$ cat src/rtl/program_rom_loader.sv
// Writes the HPS ioctl program-ROM download into the five 8 KB program RAMs
// and holds the CPU in reset until a complete image has been written.
module program_rom_loader #(
  parameter logic [7:0]  ROM_INDEX  = 8'd0,
  parameter int unsigned PROG_BYTES = 40960,
  parameter int unsigned WR_CYCLES  = 1
) (
  input  logic        clk,
  input  logic        reset_n,
  input  logic        ioctl_download,
  input  logic [7:0]  ioctl_index,
  input  logic        ioctl_wr,
  input  logic [24:0] ioctl_addr,
  input  logic [7:0]  ioctl_dout,
  output logic        ioctl_wait,
  output logic [12:0] rom_addr,
  output logic [7:0]  rom_data,
  output logic [4:0]  rom_we,
  output logic        cpu_reset,
  output logic        load_done,
  output logic        load_error,
  output logic [7:0]  checksum
);

  typedef enum logic [1:0] {IDLE, LOADING, WRITE, DONE} state_t;

  localparam logic [24:0] ADDR_LIMIT = 25'(PROG_BYTES);
  localparam logic [15:0] COUNT_FULL = 16'(PROG_BYTES);
  localparam logic [1:0]  LAST_BEAT  = 2'(WR_CYCLES - 1);

  state_t      state, state_nx;
  logic [15:0] byte_cnt;
  logic [1:0]  beat;
  logic [2:0]  chip_sel;
  logic        open_match;
  logic        in_range;
  logic        accept;
  logic        close_short;

  assign open_match  = ioctl_download && (ioctl_index == ROM_INDEX);
  assign in_range    = ioctl_addr < ADDR_LIMIT;
  assign accept      = (state == LOADING) && ioctl_wr && in_range;
  assign close_short = (state == LOADING) && !ioctl_wr && !ioctl_download &&
                       (byte_cnt != COUNT_FULL);

  always_ff @(posedge clk) begin
    if (!reset_n) state <= IDLE;
    else          state <= state_nx;
  end

  always_comb begin
    state_nx = state;
    case (state)
      IDLE:    if (open_match) state_nx = LOADING;
      LOADING: begin
        if (ioctl_wr) begin
          if (in_range) state_nx = WRITE;
        end else if (!ioctl_download) begin
          state_nx = (byte_cnt == COUNT_FULL) ? DONE : IDLE;
        end
      end
      // A falling download window is picked up once back in LOADING.
      WRITE:   if (beat == LAST_BEAT) state_nx = LOADING;
      DONE:    if (open_match) state_nx = LOADING;
      default: state_nx = IDLE;
    endcase
  end

  always_comb begin
    rom_we     = '0;
    ioctl_wait = 1'b0;
    if (state == WRITE) begin
      rom_we     = 5'b00001 << chip_sel;
      ioctl_wait = 1'b1;
    end
    cpu_reset = (state != DONE);
    load_done = (state == DONE);
  end

  always_ff @(posedge clk) begin
    if (!reset_n) begin
      byte_cnt   <= '0;
      checksum   <= '0;
      load_error <= 1'b0;
      rom_addr   <= '0;
      rom_data   <= '0;
      chip_sel   <= '0;
      beat       <= '0;
    end else begin
      if (((state == IDLE) || (state == DONE)) && open_match) begin
        byte_cnt   <= '0;
        checksum   <= '0;
        load_error <= 1'b0;
      end
      // Count and sum are booked on the edge that starts the strobe.
      if (accept) begin
        chip_sel <= ioctl_addr[15:13];
        rom_addr <= ioctl_addr[12:0];
        rom_data <= ioctl_dout;
        beat     <= '0;
        checksum <= checksum + ioctl_dout;
        if (byte_cnt != '1) byte_cnt <= byte_cnt + 16'd1;
      end
      if (state == WRITE) begin
        beat <= beat + 2'd1;
        if (ioctl_wr) load_error <= 1'b1;
      end
      if (close_short) load_error <= 1'b1;
    end
  end

endmodule

$ cat config.mk
export PLATFORM = sky130hd
export DESIGN_NAME = program_rom_loader
export DESIGN_NICKNAME = d
export VERILOG_FILES = /design/src/rtl/program_rom_loader.sv
export SDC_FILE = /design/constraint.sdc
export NUM_CORES = 1
export LEC_CHECK = 0
export BUFFER_PORTS_ARGS = -buffer_cell sky130_fd_sc_hd__buf_4
export CAP_MARGIN = 40
export CORE_ASPECT_RATIO = 0.8
export CORE_MARGIN = 2
export CORE_UTILIZATION = 51
export CTS_CLUSTER_SIZE = 16
export DETAILED_ROUTE_END_ITERATION = 10
export GPL_TIMING_DRIVEN = 0
export PLACE_DENSITY = 0.79
export RECOVER_POWER = 100
export SYNTH_ARGS = -nofsm -noshare
export SYNTH_HDL_FRONTEND = slang
export SYNTH_SLANG_ARGS = --single-unit
$ cat constraint.sdc
create_clock -name clk -period 2.3 [get_ports clk]
set_input_delay 0.46 -clock clk [delete_from_list [all_inputs] [get_ports clk]]
set_output_delay 0.46 -clock clk [all_outputs]
set_load 0.01 [all_outputs]
Yosys cells after proc, flatten, opt, wreduce, memory -nomap -nowiden
Index checks and enable logic that the tools add are counted.
{"block": "totals", "reg_bits": 53, "latchBits": 0, "mem_bits_rw": 0, "rom_bits": 0, "inputBits": 45, "output_inout_bits": 38, "elab_cells": 61, "n_memories": 0}
{"block": "op_classes", "add_sub_neg": 3, "multipliers": 0, "div_mod_pow": 0, "magnitude_cmp": 1, "n_eq_ne": 11, "n_shift": 1, "muxes": 20, "bitwise": 0, "reduce_logical": 17}
{"operator": "$mux 16", "count": 3}
{"operator": "$ne 16x16->1 const B", "count": 2}
{"operator": "$lt 25x16->1 const B", "count": 1}
{"operator": "$add 16x1->16 const B", "count": 1}
{"operator": "$eq 16x16->1 const B", "count": 1}
{"operator": "$mux 2", "count": 8}
{"operator": "$mux 8", "count": 2}
{"operator": "$add 8x8->8", "count": 1}
{"operator": "$logic_not 8->1", "count": 1}
{"operator": "$logic_and 1x1->1", "count": 7}
{"operator": "$ne 3x3->1 const B", "count": 2}
{"operator": "$pmux 2 s3", "count": 1}
{"operator": "$mux 1", "count": 5}
{"operator": "$mux 5", "count": 1}
{"operator": "$shl 1x3->5 const A", "count": 1}
{"operator": "$eq 2x2->1 const B", "count": 2}
{"operator": "$logic_not 2->1", "count": 2}
{"operator": "$ne 2x2->1 const B", "count": 2}
{"operator": "$reduce_and 4->1", "count": 1}
{"operator": "$reduce_bool 2->1", "count": 2}
{"operator": "$add 2x1->2 const B", "count": 1}
{"operator": "$eq 2x1->1 const B", "count": 1}
{"operator": "$logic_not 1->1", "count": 2}
{"operator": "$ne 2x1->1 const B", "count": 1}
{"operator": "other kinds (2)", "count": 2}

Longest topological paths before layout
Gate-level depths: netlist of run 1.
{"block": "depth", "word_depth": 7, "mapped_depth": 9, "ltp_nobuf": 7}

Least setup slack after synthesis of run 1
Ideal clock, no wire load.
{"block": "synth_path", "path_kind": "input -> register", "start": "input ioctl_index[4]", "end": "register byte_cnt[11]", "setup_time_ns": 0.122, "arrival_ns": 1.827, "t_required_ns": 2.178, "slack_ns": 0.352, "path_stages": 5, "n_path_buf": 0, "cell_sequence": "nor4b_1 > nand4_1 > and2_2 > a21boi_4 > a221o_1"}
{"block": "synth_via", "elab_chain_cells": 6}
{"item": "start: declaration", "line_no": "11", "text": "input logic [7:0] ioctl_index,"}
{"item": "$logic_not 8->1 (*)", "line_no": "40", "text": "assign open_match = ioctl_download && (ioctl_index == ROM_INDEX);"}
{"item": "$logic_and 1x1->1 (*)", "line_no": "40"}
{"item": "$logic_and 1x1->1 (*)", "line_no": "90", "text": "if (((state == IDLE) || (state == DONE)) && open_match) begin"}
{"item": "$mux 16 (*)", "line_no": "90"}
{"item": "$mux 16", "line_no": "102", "text": "if (byte_cnt != '1) byte_cnt <= byte_cnt + 16'd1;"}
{"item": "$mux 16 (*)", "line_no": "96", "text": "if (accept) begin"}
{"item": "end signal: assignment", "line_no": "102"}
{"item": "end: declaration", "line_no": "32", "text": "logic [15:0] byte_cnt;"}
Every way passes the cells marked *; elsewhere a longest branch is shown, timed or not.
A chain may end at the register's enable or synchronous reset.

Final worst setup path of run 1
{"block": "layout_path", "start": "register byte_cnt[7]", "end": "register load_error"}
{"block": "layout_via", "elab_chain_cells": 3}
{"item": "$ne 16x16->1", "line_no": "44", "text": "(byte_cnt != COUNT_FULL);"}
{"item": "$logic_and 1x1->1", "line_no": "43", "text": "assign close_short = (state == LOADING) && !ioctl_wr && !ioctl_download &&"}
{"item": "$mux 1", "line_no": "108", "text": "if (close_short) load_error <= 1'b1;"}
{"item": "end signal: assignment", "line_no": "84", "text": "load_error <= 1'b0;"}
{"item": "end signal: assignment", "line_no": "106", "text": "if (ioctl_wr) load_error <= 1'b1;"}
{"item": "end signal: assignment", "line_no": "108"}
{"item": "end: declaration", "line_no": "21", "text": "output logic load_error,"}
Every way passes these cells.

==> results.json, run 1 <==
{
  "rows": 23,
  "fmax_mhz": 449,
  "design_area_um2": 3450,
  "htreeDepth": 2,
  "grt_pass1_wl_um": 11800,
  "fin_nets": 487,
  "wl_um": 7380,
  "avgSynthCellArea_um2": 8.25,
  "cts_tree": "yes",
  "n_antenna_cell": 0,
  "path_class": "flip-flop to flip-flop",
  "drt-initial-drc-count": 183,
  "synth_nets": 392,
  "finalCriticalPeriod_ns": 2.23,
  "crit_chain": "or4_2 > nor4_1 > nor4_1 > a221oi_1 > nor2_1",
  "die_area_um2": 5990,
  "cts-root-buf": "clkbuf_8",
  "die_h_um": 69.6,
  "dpl_cell_area_um2": 3440,
  "insertion_delay_ns": 0.32,
  "cp-end-kind": "flip-flop",
  "fin_tns_setup_ns": 0,
  "syn-cell-area_um2": 2750,
  "max_slew.worst_pin.slew_ns": 0.635,
  "vdd_drop_max_v": 0.000275,
  "period_share": 0.969,
  "synth_edf_count": 0,
  "clock_skew_ns": 0.0154,
  "dp_hpwl_um": 5280,
  "worst_ep_required_time_ns": 2.49,
  "cts_buffers": 5,
  "netlist-cell-type-count": 59,
  "crit_path_top_delay_cell": "or4_2",
  "hp-class": "input port to flip-flop",
  "drive_gt1_frac": 0.177,
  "synth_warnings": 0,
  "setup_viol_count_final": 0,
  "initial_core_util": 0.539,
  "mostFrequentLayoutCells": "nand2_1, dfxtp_1, buf_4",
  "wl_met2_um": 3320,
  "ctsHoldBuffers": 0,
  "grt_pass1_vias": 2583,
  "status": "finished clean",
  "ioPinCount": 83,
  "wl_met3_um": 660,
  "antenna_found_initial": 0,
  "drv_cap": 0,
  "coreArea_um2": 5090,
  "critPathMaxStageDelay_ns": 0.68,
  "clk_pin_slew_worst_paths_ns": 0.10,
  "layout_commonest_cell": "nand2_1",
  "portBuffers": 82,
  "synth-async-reset-ratio": 0,
  "cts_num_sinks": 53,
  "crit_path_frequent_cell": "nor4_1",
  "area_delta_synth_final_pct": 25.6,
  "yosysTopAreaCellShare": 0.386,
  "synthCells": 333,
  "hold_violations": 0,
  "cts_buffer_depth": 2,
  "p_leak_nw": 1.35,
  "ant_nets": 0,
  "slew_headroom": 0.576,
  "route.detailed.drc": 0,
  "synthTopCellsByArea": "dfxtp_1, nand2_1, a21oi_1",
  "dieWidth_um": 86.0,
  "ys_seq_elements": 53,
  "ys_seq_area_frac": 0.386,
  "path_max_fanout": 7,
  "vias": 2820,
  "grtUsageTotal": 0.241,
  "rsz0062_at_grt": "no",
  "yosys.area.top_type": "dfxtp_1",
  "yosys_most_used_dff": "dfxtp_1",
  "drv_slew": 0,
  "start_kind": "flip-flop",
  "drt_first_pass_iters": 6,
  "p_per_area_nw_per_um2": 498,
  "top_layer_used": "met4",
  "grt_max_degree": 18,
  "post_drt_wl_per_cell_um": 15.0,
  "avgViaCountPerCell": 5.74,
  "gp_congestion": 0.847,
  "overflow": 0,
  "critPathArrivalTime_ns": 2.42,
  "met1_length_um": 3310
}
[flip-flops by register name, indices dropped and copies added (netlist names)]
register / flops
beat: 2
state: 2
chip_sel: 3
rom_addr: 13
checksum: 8
rom_data: 8
byte_cnt: 16
load_error: 1
[cells by family after synthesis]
family,count (synthesis),synth area share
AO/OA/AOI/OAI,81,0.193
multiplexers,5,0.0182
adder cells (fa/ha/maj),14,0.0665
AND/OR/NAND/NOR,144,0.267
buffers and inverters,28,0.0433
flip-flops,53,0.386
XOR/XNOR,8,0.0255
[area by class of cell]
class	instances	area, um^2
fillers	453	1650
multi-input cells	252	1560
flip-flops and latches	53	1060
repair buffers	88	522
well taps	62	77.6
clock buffers	5	68.8
plain buffers	13	62.6
inverters	15	56.3
clock inverters	3	43.8
[worst max-delay path: cells and delay by family, from the launching register on]
family	cells	cell delay (ns)
DFF	1	0.37
AOI/OAI and AO/OA	1	0.30
and+or+nand+nor	4	1.42
[per-layer routing]
| layer | up-vias | GRT usage |
|---|---|---|
| met5 | - | 0 |
| met4 | 0 | 0.0811 |
| met3 | 15 | 0.0452 |
| met2 | 130 | 0.385 |
| met1 | 1279 | 0.325 |
| li1 | 1396 | - |
[report_power, final]
group          internal, mW  switching (mW)
sequential            0.920         0.00288
combinational        0.0713          0.0633
clock                 0.327           0.335
total                  1.32           0.401
[metrics by stage]
stage,power [mW],utilization,setup slack [ns],hold WS (ns),instances
after floorplan,0.997,-,0.352,0.450,333
after global placement,1.07,0.675,-0.0774,0.442,477
after detailed placement,1.08,0.675,-0.0524,0.448,477
after CTS,1.72,0.697,0.00508,0.382,485
after global routing,1.77,0.677,0.0155,0.380,491
final,1.72,0.677,0.0716,0.381,491
[cell usage after synthesis (all sizes together) (2+ instances only)]
| cell type | n |
|---|---|
| a21o | 2 |
| a31oi | 2 |
| xor2 | 3 |
| o21a | 2 |
| a211oi | 2 |
| nand4 | 7 |
| nor2 | 19 |
| nand3 | 11 |
| dfxtp | 53 |
| mux2i | 5 |
| inv | 14 |
| nor4 | 8 |
| xnor2 | 5 |
| a22oi | 5 |
| a21oi | 37 |
| or4 | 2 |
| ha | 13 |
| nand2 | 61 |
| o211ai | 3 |
| nor3 | 11 |
| a211o | 2 |
| clkbuf | 7 |
| and3 | 3 |
| a22o | 3 |
| nand3b | 3 |
| nor4b | 3 |
| o21ai | 8 |
| nor3b | 2 |
| and2 | 3 |
| buf | 6 |
| a221o | 4 |
| a21boi | 2 |
| or3 | 5 |
[path summary, 6_finish.rpt]
kind,slack [ns],endpoint,startpoint,cells past startpoint
max,0.07,load_error$_SDFF_PN0_,byte_cnt[7]$_SDFF_PN0_,5
min,0.38,rom_addr[5]$_SDFFE_PN0P_,ioctl_addr[5],3
max reg2reg,0.07,load_error$_SDFF_PN0_,byte_cnt[7]$_SDFF_PN0_,5
min reg2reg,0.46,rom_addr[4]$_SDFFE_PN0P_,rom_addr[4]$_SDFFE_PN0P_,2
[what timing repair did]
item	CTS	global route
gates resized for setup	0	2
buffers inserted	0	6
endpoints found under the setup margin	0	44
Power figures use the tool's default switching activity.
==> run 2, diff against run 1 <==
--- a/config.mk
+++ b/config.mk
@@ -15,6 +15,7 @@
 export GPL_TIMING_DRIVEN = 0
 export PLACE_DENSITY = 0.79
 export RECOVER_POWER = 100
+export REMOVE_ABC_BUFFERS = 1
 export SYNTH_ARGS = -nofsm -noshare
 export SYNTH_HDL_FRONTEND = slang
 export SYNTH_SLANG_ARGS = --single-unit
==> run 2 against run 1 <==
Effect of this change:
- register-to-register slack better by 0.07 ns
- first-iteration DRC count is 15% higher
- hold slack better by 0.022 ns
- die area stayed put
- non-clock buffer count is 12 lower
- sequential cell count is the same
==> results.json, run 2 (synthesized netlist as in run 1, its figures left out) <==
{
  "dpl_cell_area_um2": 3420,
  "status": "finished clean",
  "crit_path_frequent_cell": "buf_4",
  "die_area_um2": 5990,
  "clk_pin_slew_worst_paths_ns": 0.10,
  "route.detailed.drc": 0,
  "antenna_found_initial": 0,
  "cts_tree": "yes",
  "hold_slack_ns": 0.402,
  "finalPower_mw": 1.56,
  "wl_met3_um": 561,
  "comb_power_share": 0.085,
  "drive_gt1_frac": 0.175,
  "insertion_delay_ns": 0.30,
  "seq_power_share": 0.593,
  "coreArea_um2": 5090,
  "critPathArrivalTime_ns": 2.35,
  "grt_max_degree": 22,
  "layout_commonest_cell": "nand2_1",
  "dp_hpwl_um": 4850,
  "vias": 2705,
  "place_ws_ns": -0.443,
  "top_layer_used": "met4",
  "critPathMaxStageDelay_ns": 0.43,
  "portBuffers": 82,
  "grt_pass1_vias": 2420,
  "avgViaCountPerCell": 5.65,
  "switchingPower_mw": 0.352,
  "largest_register_ffs": 16,
  "wl_met2_um": 3010,
  "ioPinCount": 83,
  "n_antenna_cell": 0,
  "start_kind": "flip-flop",
  "finalCriticalPeriod_ns": 2.16,
  "ant_nets": 0,
  "hold_violations": 0,
  "crit_path_top_delay_cell": "dfxtp_1",
  "post_drt_wl_per_cell_um": 14.1,
  "clock_skew_ns": 0.0147,
  "cts_buffer_depth": 2,
  "p_per_area_nw_per_um2": 458,
  "fmax_mhz": 464,
  "drv_slew": 0,
  "initial_core_util": 0.539,
  "utilization": 0.667,
  "instances_no_fill": 479,
  "grt_pass1_wl_um": 11100,
  "ctsHoldBuffers": 0,
  "setup_ws_ns": 0.143,
  "setup_viol_count_final": 0,
  "dp_cells": 467,
  "path_max_fanout": 7,
  "p_int_mw": 1.20,
  "slew_headroom": 0.599,
  "htreeDepth": 2,
  "period_share": 0.938,
  "cp-end-kind": "flip-flop",
  "rsz0062_at_grt": "no",
  "drt-initial-drc-count": 211,
  "max_slew.worst_pin.slew_ns": 0.600,
  "overflow": 0,
  "top_register": "byte_cnt",
  "drt_first_pass_iters": 4,
  "fin_nets": 475,
  "cts-root-buf": "clkbuf_8",
  "fin_tns_setup_ns": 0,
  "hp-class": "input port to flip-flop",
  "met1_length_um": 3150,
  "die_h_um": 69.6,
  "cts_buffers": 5,
  "gp_congestion": 0.834,
  "swShare": 0.226,
  "mostFrequentLayoutCells": "nand2_1, dfxtp_1, buf_4",
  "grtUsageTotal": 0.224,
  "vdd_drop_max_v": 0.000347,
  "area_delta_synth_final_pct": 23.6,
  "wl_um": 6750,
  "path_class": "flip-flop to flip-flop",
  "worst_ep_required_time_ns": 2.49,
  "crit_chain": "ha_1 > and3_1 > nand4_1 > buf_4 > nor3_4 > buf_4 > nor4_1 > a221o_1",
  "cts_num_sinks": 53,
  "clockPowerShare": 0.322,
  "rows": 23,
  "reg_top3": "byte_cnt x16, rom_addr x13",
  "p_leak_nw": 1.30,
  "drv_cap": 0,
  "dieWidth_um": 86.0,
  "design_area_um2": 3400
}
==> run 2: changes by cell type in the layout (fill, tap and decap cells not counted), moves of 2 or more <==
cell      delta
clkbuf_1     -6
buf_2        -2
buf_4        -2
buf_8        +2
clkbuf_2     -2
==> run 2: critical path: cells and delay by family (launching register included) <==
kind	cells	cell delay (ns)
AND/OR/NAND/NOR	4	0.71
flip-flops	1	0.43
buffers and inverters	2	0.41
AO/OA/AOI/OAI	1	0.26
adder cells (fa/ha/maj)	1	0.24
==> run 2: layer usage <==
| layer | track usage | vias up |
|---|---|---|
| met5 | 0 | - |
| met4 | 0.0459 | 0 |
| met3 | 0.0452 | 2 |
| met2 | 0.360 | 95 |
| met1 | 0.311 | 1248 |
| li1 | - | 1360 |
==> run 2: final timing paths <==
| path | to | from | depth (start not counted) | slack [ns] |
|---|---|---|---|---|
| worst min-delay path | rom_addr[9]$_SDFFE_PN0P_ | ioctl_addr[9] | 3 | 0.40 |
| worst max register to register | byte_cnt[7]$_SDFF_PN0_ | byte_cnt[1]$_SDFF_PN0_ | 8 | 0.14 |
| worst max-delay path | byte_cnt[7]$_SDFF_PN0_ | byte_cnt[1]$_SDFF_PN0_ | 8 | 0.14 |
| worst min register to register | rom_addr[9]$_SDFFE_PN0P_ | rom_addr[9]$_SDFFE_PN0P_ | 2 | 0.46 |
==> run 2: cell type report <==
| class | count | area [um^2] |
|---|---|---|
| clock buffer | 6 | 72.6 |
| clock inverter | 2 | 10.0 |
| fill | 457 | 1700 |
| inverter | 15 | 56.3 |
| multi-input combinational | 252 | 1580 |
| sequential | 53 | 1060 |
| tap | 62 | 77.6 |
| timing repair buffer | 89 | 542 |
==> run 2: power groups by stage <==
stage | sequential [mW] | combinational (mW) | clock [mW]
5_1_grt | 0.923 | 0.146 | 0.555
3_3_place_gp | 0.943 | 0.127 | 0
6_report | 0.922 | 0.133 | 0.500
2_1_floorplan | 0.943 | 0.0499 | 0
3_5_place_dp | 0.944 | 0.131 | 0
4_1_cts | 0.922 | 0.133 | 0.517
==> run 2: what timing repair did <==
action	in CTS	in global routing
setup endpoints to repair	41	9
pin swaps	0	1
gates resized for setup	4	2
setup buffers	0	4
==> run 3, diff against run 2 <==
--- a/config.mk
+++ b/config.mk
@@ -9,11 +9,11 @@
 export CAP_MARGIN = 40
 export CORE_ASPECT_RATIO = 0.8
 export CORE_MARGIN = 2
-export CORE_UTILIZATION = 51
+export CORE_UTILIZATION = 46
 export CTS_CLUSTER_SIZE = 16
 export DETAILED_ROUTE_END_ITERATION = 10
 export GPL_TIMING_DRIVEN = 0
-export PLACE_DENSITY = 0.79
+export PLACE_DENSITY = 0.75
 export RECOVER_POWER = 100
 export REMOVE_ABC_BUFFERS = 1
 export SYNTH_ARGS = -nofsm -noshare
==> constraint.sdc (replaced) <==
create_clock -name clk -period 1.95 [get_ports clk]
set_input_delay 0.4875 -clock clk [delete_from_list [all_inputs] [get_ports clk]]
set_output_delay 0.4875 -clock clk [all_outputs]
set_load 0.01 [all_outputs]
==> run 3 against run 2 <==
Effect of this change:
- sequential share of layout area shrank 2.7 points
- setup slack worse by 0.13 ns
- critical path type is now input port to flip-flop
- hold slack improved by 0.0087 ns
- critical endpoint is now byte_cnt[4]$_SDFF_PN0_
- global-route usage fell by 0.73 points
==> results.json, run 3 (synthesized netlist as in run 1, its figures left out) <==
{
  "status": "finished clean",
  "die_area_um2": 6610,
  "place_ws_ns": -0.800,
  "layout_commonest_cell": "buf_4",
  "fin_tns_setup_ns": 0,
  "start_kind": "input port",
  "post_drt_wl_per_cell_um": 14.8,
  "clock_skew_ns": 0.00628,
  "instances_no_fill": 509,
  "drt-initial-drc-count": 217,
  "cts-root-buf": "clkbuf_8",
  "drive_gt1_frac": 0.297,
  "hp-start": "ioctl_addr[10]",
  "drv_slew": 0,
  "ff2ff_setup_slack_ns": 0.06,
  "route.detailed.drc": 0,
  "insertion_delay_ns": 0.31,
  "cts_buffers": 5,
  "area_delta_synth_final_pct": 37.2,
  "n_fill_cell": 525,
  "cts_num_sinks": 53,
  "cp-end-kind": "flip-flop",
  "rsz0062_at_grt": "yes",
  "whs_path_depth": 3,
  "path_max_fanout": 23,
  "vias": 2807,
  "r2r-end": "byte_cnt[4]$_SDFF_PN0_",
  "vdd_drop_max_v": 0.000353,
  "worst_ep_required_time_ns": 2.16,
  "hold_violations": 0,
  "initial_core_util": 0.470,
  "rows": 25,
  "hp-class": "input port to flip-flop",
  "ant_nets": 0,
  "setup_ws_ns": 0.00814,
  "dp_hpwl_um": 4900,
  "critPathArrivalTime_ns": 2.16,
  "dieWidth_um": 90.4,
  "design_area_um2": 3770,
  "reg_top3": "byte_cnt x16, rom_addr x13",
  "p_per_area_nw_per_um2": 515,
  "worstHoldEndpoint": "rom_addr[10]$_SDFFE_PN0P_",
  "top_register": "byte_cnt",
  "period_share": 0.996,
  "gp_congestion": 0.773,
  "ioPinCount": 83,
  "setup_viol_count_final": 0,
  "die_h_um": 73.1,
  "slew_headroom": 0.721,
  "drv_cap": 0,
  "overflow": 0,
  "utilization": 0.644,
  "clk_pin_slew_worst_paths_ns": 0.11,
  "largest_register_ffs": 16,
  "path_class": "input port to flip-flop",
  "dp_cells": 486,
  "mostFrequentLayoutCells": "buf_4, nand2_1, dfxtp_1",
  "max_slew.worst_pin.slew_ns": 0.416,
  "reg2reg_from": "state[1]$_SDFFE_PN0P_",
  "portBuffers": 82,
  "cts_buffer_depth": 2,
  "p_leak_nw": 1.43,
  "grtUsageTotal": 0.216,
  "antenna_found_initial": 0,
  "reg2reg_depth": 9,
  "grt_pass1_wl_um": 11700,
  "grt_max_degree": 26,
  "coreArea_um2": 5850,
  "dpl_cell_area_um2": 3460,
  "cts_tree": "yes",
  "fin_nets": 486,
  "avgViaCountPerCell": 5.51,
  "htreeDepth": 2,
  "grt_pass1_vias": 2494,
  "wl_um": 7540,
  "fmax_mhz": 515,
  "n_antenna_cell": 0,
  "finalCriticalPeriod_ns": 1.94,
  "drt_first_pass_iters": 4
}
==> run 3: cell types whose count changed in the layout (fill, tap and decap cells not counted), moves of 5 or more <==
cell	delta
clkbuf_1	-9
dfxtp_1	-11
buf_4	+18
dfxtp_2	+10
ha_1	-5
==> run 3: routing by layer <==
layer | GRT usage | vias to the layer above | part of all wire
li1 | - | 1390 | -
met1 | 0.287 | 1315 | 0.44
met2 | 0.361 | 93 | 0.48
met3 | 0.0434 | 9 | 0.066
met4 | 0.0667 | 0 | 0.0095
met5 | 0 | - | 0
==> run 3: critical path, stage by stage <==
cell and delay, ns:
buf_4 0.12, nor4_4 0.25, and4_4 0.37, and2_4 0.20, buf_12 0.17, a21boi_4 0.08
buf_12 0.14, a221o_1 0.33
==> run 3: report_power, final <==
part           internal (mW)  leakage [nW]  switching [mW]
clock network          0.260        0.0447           0.400
registers               1.08         0.433         0.00310
logic                  0.106         0.950          0.0889
total                   1.45          1.43           0.492
==> run 3: timing repair <==
item,4_1_cts,5_1_grt
pin swaps,5,5
resized for setup,14,38
buffers inserted,13,2
hold buffers,0,0
endpoints found under the setup margin,52,27
==> run 3: per-stage QoR <==
step	hold slack (ns)	power [mW]
2_1_floorplan	0.450	1.17
3_3_place_gp	0.443	1.26
3_5_place_dp	0.447	1.27
4_1_cts	0.402	1.94
5_1_grt	0.405	2.01
6_report	0.411	1.94
==> run 3: how the worst max path moves through the flow <==
stage	start	to	slack [ns]	cells after the start
floorplan	ioctl_addr[23]	byte_cnt[11]$_SDFF_PN0_	-0.54	5
global placement	ioctl_addr[23]	byte_cnt[11]$_SDFF_PN0_	-1.28	6
detailed placement	ioctl_addr[23]	byte_cnt[4]$_SDFF_PN0_	-0.80	7
CTS	byte_cnt[11]$_SDFF_PN0_	load_error$_SDFF_PN0_	0.004	5
global route	state[1]$_SDFFE_PN0P_	byte_cnt[11]$_SDFF_PN0_	-0.06	9
finish	ioctl_addr[23]	byte_cnt[4]$_SDFF_PN0_	0.008	8
==> run 3: area by class of cell <==
type                    instances  area (um^2)  share of cell area
multi-input cells             252         1740               0.463
flip-flops and latches         53         1080               0.286
repair buffers                100          694               0.184
well taps                      81          101              0.0269
clock buffers                   5         68.8              0.0183
inverters                      15         56.3              0.0149
clock inverters                 3         25.0             0.00664
